==> src/rtl/sar_search_pkg.sv <==
// Shared types and helpers for the successive-approximation search engine.
// Holds the state encoding, the default width and the one-hot result check.
package sar_pkg;

  localparam int SAR_WIDTH = 16;

  typedef enum logic [1:0] {
    IDLE   = 2'd0,
    SEARCH = 2'd1,
    DONE   = 2'd2
  } sar_state_t;

  // A legal comparator answer asserts exactly one of gt/lt/eq.
  function automatic logic cmp_onehot(input logic gt, input logic lt, input logic eq);
    case ({gt, lt, eq})
      3'b100, 3'b010, 3'b001: return 1'b1;
      default:                return 1'b0;
    endcase
  endfunction

endpackage

==> src/rtl/sar_search_if.sv <==
// Bundle between the search engine and its environment: start/status plus the
// comparator bus (guess out to comparator input a, gt/lt/eq back).
interface sar_search_if
  import sar_pkg::*;
#(
  parameter int WIDTH  = SAR_WIDTH,
  parameter int STEP_W = 5
);
  logic              start;
  logic              gt;
  logic              lt;
  logic              eq;
  logic [WIDTH-1:0]  guess;
  logic [WIDTH-1:0]  result;
  logic              busy;
  logic              done;
  logic              found;
  logic              cmp_err;
  logic [STEP_W-1:0] steps;

  modport master (
    input  start, gt, lt, eq,
    output guess, result, busy, done, found, cmp_err, steps
  );

  modport slave (
    output start, gt, lt, eq,
    input  guess, result, busy, done, found, cmp_err, steps
  );
endinterface

==> src/rtl/sar_search.sv <==
// Successive-approximation search: walks guess MSB-first against an external
// magnitude comparator and reports the recovered target, step count and errors.
module sar_search
  import sar_pkg::*;
#(
  parameter int WIDTH  = SAR_WIDTH,
  parameter int STEP_W = 5
) (
  input  logic        clk,
  input  logic        n_rst,
  sar_search_if.master bus
);

  localparam int IDX_W = $clog2(WIDTH);

  sar_state_t        state_reg, state_next;
  logic [WIDTH-1:0]  guess_reg, guess_next;
  logic [WIDTH-1:0]  result_reg, result_next;
  logic [IDX_W-1:0]  idx_reg, idx_next;
  logic [STEP_W-1:0] steps_reg, steps_next;
  logic              found_reg, found_next;
  logic              err_reg, err_next;
  logic [WIDTH-1:0]  trial;

  always_ff @(posedge clk) begin
    if (!n_rst) begin
      state_reg  <= IDLE;
      guess_reg  <= '0;
      result_reg <= '0;
      idx_reg    <= '0;
      steps_reg  <= '0;
      found_reg  <= 1'b0;
      err_reg    <= 1'b0;
    end else begin
      state_reg  <= state_next;
      guess_reg  <= guess_next;
      result_reg <= result_next;
      idx_reg    <= idx_next;
      steps_reg  <= steps_next;
      found_reg  <= found_next;
      err_reg    <= err_next;
    end
  end

  always_comb begin
    state_next  = state_reg;
    guess_next  = guess_reg;
    result_next = result_reg;
    idx_next    = idx_reg;
    steps_next  = steps_reg;
    found_next  = found_reg;
    err_next    = err_reg;
    trial       = guess_reg;

    case (state_reg)
      SEARCH: begin
        if (steps_reg != STEP_W'(WIDTH)) begin
          steps_next = steps_reg + STEP_W'(1);
        end
        if (!cmp_onehot(bus.gt, bus.lt, bus.eq)) begin
          err_next    = 1'b1;
          found_next  = 1'b0;
          result_next = guess_reg;
          state_next  = DONE;
        end else if (bus.eq) begin
          found_next  = 1'b1;
          result_next = guess_reg;
          state_next  = DONE;
        end else if (idx_reg == '0) begin
          // Last bit decided without an exact hit: only the LSB may still need clearing.
          result_next = bus.gt ? {guess_reg[WIDTH-1:1], 1'b0} : guess_reg;
          found_next  = 1'b0;
          state_next  = DONE;
        end else begin
          if (bus.gt) begin
            trial[idx_reg] = 1'b0;
          end
          trial[idx_reg - IDX_W'(1)] = 1'b1;
          guess_next = trial;
          idx_next   = idx_reg - IDX_W'(1);
        end
      end
      default: begin
        // IDLE and DONE both accept a new search; result stays until it ends.
        if (bus.start) begin
          state_next = SEARCH;
          guess_next = {1'b1, {(WIDTH-1){1'b0}}};
          idx_next   = IDX_W'(WIDTH - 1);
          steps_next = '0;
          found_next = 1'b0;
          err_next   = 1'b0;
        end
      end
    endcase
  end

  assign bus.guess   = guess_reg;
  assign bus.result  = result_reg;
  assign bus.busy    = (state_reg == SEARCH);
  assign bus.done    = (state_reg == DONE);
  assign bus.found   = found_reg;
  assign bus.cmp_err = err_reg;
  assign bus.steps   = steps_reg;

endmodule
==> src/flat_wrapper.sv <==
// flat-port wrapper written by rule: the top's interface ports become plain ports
module sar_search_flat import sar_pkg::*;
#(
  parameter int WIDTH  = SAR_WIDTH,
  parameter int STEP_W = 5
)
  (clk, n_rst, bus_start, bus_gt, bus_lt, bus_eq, bus_guess, bus_result, bus_busy, bus_done, bus_found, bus_cmp_err, bus_steps);
  sar_search_if #(.WIDTH(WIDTH), .STEP_W(STEP_W)) bus_i ();
  input  logic clk;
  input  logic n_rst;
  input wire logic [$bits(bus_i.start)-1:0] bus_start;
  input wire logic [$bits(bus_i.gt)-1:0] bus_gt;
  input wire logic [$bits(bus_i.lt)-1:0] bus_lt;
  input wire logic [$bits(bus_i.eq)-1:0] bus_eq;
  output wire logic [$bits(bus_i.guess)-1:0] bus_guess;
  output wire logic [$bits(bus_i.result)-1:0] bus_result;
  output wire logic [$bits(bus_i.busy)-1:0] bus_busy;
  output wire logic [$bits(bus_i.done)-1:0] bus_done;
  output wire logic [$bits(bus_i.found)-1:0] bus_found;
  output wire logic [$bits(bus_i.cmp_err)-1:0] bus_cmp_err;
  output wire logic [$bits(bus_i.steps)-1:0] bus_steps;
  assign bus_i.start = bus_start;
  assign bus_i.gt = bus_gt;
  assign bus_i.lt = bus_lt;
  assign bus_i.eq = bus_eq;
  assign bus_guess = bus_i.guess;
  assign bus_result = bus_i.result;
  assign bus_busy = bus_i.busy;
  assign bus_done = bus_i.done;
  assign bus_found = bus_i.found;
  assign bus_cmp_err = bus_i.cmp_err;
  assign bus_steps = bus_i.steps;
  sar_search #(.WIDTH(WIDTH), .STEP_W(STEP_W)) u_core (.clk(clk), .n_rst(n_rst), .bus(bus_i));
endmodule
==> config.mk <==
export PLATFORM = sky130hd
export DESIGN_NAME = sar_search_flat
export DESIGN_NICKNAME = d
export VERILOG_FILES = /design/src/rtl/sar_search_pkg.sv /design/src/rtl/sar_search_if.sv /design/src/rtl/sar_search.sv /design/src/flat_wrapper.sv
export SDC_FILE = /design/constraint.sdc
export NUM_CORES = 1
export LEC_CHECK = 0
export ABC_CLOCK_PERIOD_IN_PS = 1900
export CAP_MARGIN = 30
export CORE_MARGIN = 10
export CORE_UTILIZATION = 44
export CTS_BUF_LIST = sky130_fd_sc_hd__clkbuf_8
export CTS_CLUSTER_SIZE = 40
export DETAILED_ROUTE_END_ITERATION = 7
export HOLD_SLACK_MARGIN = 0.15
export PLACE_DENSITY_LB_ADDON = 0.05
export SKIP_CTS_REPAIR_TIMING = 1
export SLEW_MARGIN = 20
export SYNTH_ARGS = -nofsm -noshare
export SYNTH_HDL_FRONTEND = slang
export SYNTH_SLANG_ARGS = --single-unit
==> constraint.sdc <==
create_clock -name clk -period 1.9 [get_ports clk]
set_clock_uncertainty 0.15 [all_clocks]
set_input_delay 0.38 -clock clk [delete_from_list [all_inputs] [get_ports clk]]
set_output_delay 0.38 -clock clk [all_outputs]
set_load 0.01 [all_outputs]
==> metrics <==
critical path capture point type=output pin; clk buf depth=2; CP peak stage delay=around 580 ps; Slew @ Worst Pin=395 ps; pin count of the biggest net entering global routing=35; fin crit share=a little over nine tenths; die width=a little over 90 um; RSZ-0062 raised after global routing=false; startpoint types=flop; clock sinks=45; drt wl/cell=approximately 16 um; Worst-path clk slew=90 ps; share of cells above drive strength 1=between 10% and 20%; number of buffers and inverters on the critical path=1; status=completed; most common cell after layout, fill and taps aside=clkdlybuf4s50_1; fin worst setup slack=roughly 54 ps; nets@finish=around 360; via/cell ratio=~5.5; post-synth top area share=between 30 and 40%; Rows=26; TritonCTS Buffers=5; crit path max fanout=5; Max Clk Rate=between 500 and 600 MHz; Final Setup Violations=0; Yosys reg bits=45; DP Worst Slack=-260 ps; total track usage=approximately 15%; clk_lat worst skew=approximately 300 ps; Starting Density=between 40% and 50%; core area=about 5100 sq um; leakage=about 1.2 nW; most frequent cells in the layout=clkdlybuf4s50_1 (44), dfxtp_1 (39), nand2_1 (33); top cells by area, synth=dfxtp_1 (39%), o21ai_0 (5.6%), nand2_1 (5.3%), nand3_1 (4.3%), ha_1 (3.8%); via count=roughly 2.3k; diode count=0; Slew Limit Headroom=between 70% and 80%; Layout area overhead=38.8%; MaxCap Viol Count=0; CP max-delay cell=clkdlybuf4s50_1; critical path type=flop to output pin; Routed WL=6.54 mm; final slew viol count=0; number of enable flip-flop cells after synthesis=0; Die Y=between 90 and 100 um; DP Wirelength=around 5 mm; Min Hold Slack=320 ps; delay-heaviest family, CP=buffers and inverters; routability cong.=0.916; final instance area=between 3000 and 4000 sq um; clock root cell=clkbuf_8; DRT iter0 DRCs=126; global-route wire length before repair=10.9 mm; Seq/Total Area, Yosys=approximately two fifths; htree depth=2; Final Hold Viols=0; Final Util=roughly 63%; total power=2.26 mW; Netlist Area Pre-Place=around 2300 sq um; Worst VDD drop=between 0.5 and 0.6 mV; crit path DAT=1320 ps; Boundary Pins=47; initial antenna violation count=0; Mapped Cells=about 270; vias in the first global route=2,161; Avg Inst Size Synth=approximately 8.5 sq um; post-synth top area cell=dfxtp_1; count of input and output buffers=46; DRT Pass-1 Iters=4; Worst Path Required=between 1000 and 1500 ps; Overflow after GRT=0; prevailing post-synth register cell=dfxtp_1; crit path cell chain=clkdlybuf4s50_1; synth warn=0; ANT nets after route=0; crit path time final=1850 ps; pwr dens=~700 nW/um^2; die area=8590 sq um; placed cell area=between 3000 and 4000 sq um; syn nets=between 200 and 300; post-synthesis async set-or-reset flop share=0%; # DRC=0; Hold WC Path Type=flop to flop; TritonCTS clock tree=done; Netlist cell types=approximately 50
## metal layers
metal  track usage (%)  share of wire, %  up-vias  routed length, um
met5                 0                 0        -                  0
met4              5.78               1.4        0                 89
met3              5.17               7.6        9                500
met2              23.5                45       78               2950
met1              19.9                46     1041               3000
li1                  -                 -     1150                  -
## synth_stat cells, drive strengths merged, types with 2 or more instances
cell type,instances
a31oi,3
nor3b,3
inv,14
o31a,3
clkbuf,9
o21a,8
dfxtp,45
nand3,20
nor3,3
a21oi,10
or3,3
nand2,33
buf,7
o2bb2ai,9
nor2b,2
nand4,3
ha,7
o311a,2
o211a,4
nand3b,5
nor2,11
o221ai,2
nand2b,5
a21boi,7
a221oi,2
and2,2
o22ai,6
o21ai,26
a22o,6
## cell type report
type | instances | area (sq um)
inverter | 14 | 52.6
fill | 497 | 1880
timing repair buffer | 80 | 746
multi-input combinational | 199 | 1330
sequential | 45 | 913
clock inverter | 3 | 25.0
tap | 70 | 87.6
clock buffer | 5 | 68.8
## worst register-to-register path: stages, from the launching register on
cell and delay [ps]:
dfxtp_4 350, inv_2 100, ha_4 130, nor3b_2 300, buf_4 190, and4bb_2 270, a22o_1 210
## power by group
part	switching, mW	internal, mW	leakage, nW
registers	0.0266	0.972	0.368
logic	0.368	0.278	0.786
clock network	0.350	0.266	0.0447
## cell families after synthesis
kind of cell / Yosys count / synth area share, %
AOI/OAI and AO/OA: 97 / 29.7
xor gates and xnor gates: 1 / 0.700
adders and majority gates: 7 / 3.77
buffers and inverters: 30 / 5.60
DFF: 45 / 38.8
and+or+nand+nor: 94 / 21.5
## stage by stage
stage,setup TNS (ps),cells
4_1_cts,-256,416
3_5_place_dp,-6830,408
3_3_place_gp,-5040,408
2_1_floorplan,0,274
5_1_grt,0,416
6_report,0,416
## worst paths after layout
| kind | from | end | slack, ps | cells after the start |
|---|---|---|---|---|
| worst max-delay path | u_core.bus.guess[0] | bus_guess[0] | 50 | 1 |
| worst min-delay path | u_core.bus.result[10] | u_core.bus.result[10] | 320 | 2 |
| worst max register to register | u_core.idx_reg[0] | u_core.bus.guess[8] | 100 | 6 |
| worst min register to register | u_core.bus.result[10] | u_core.bus.result[10] | 320 | 2 |
(Power assumes the default switching activity.)
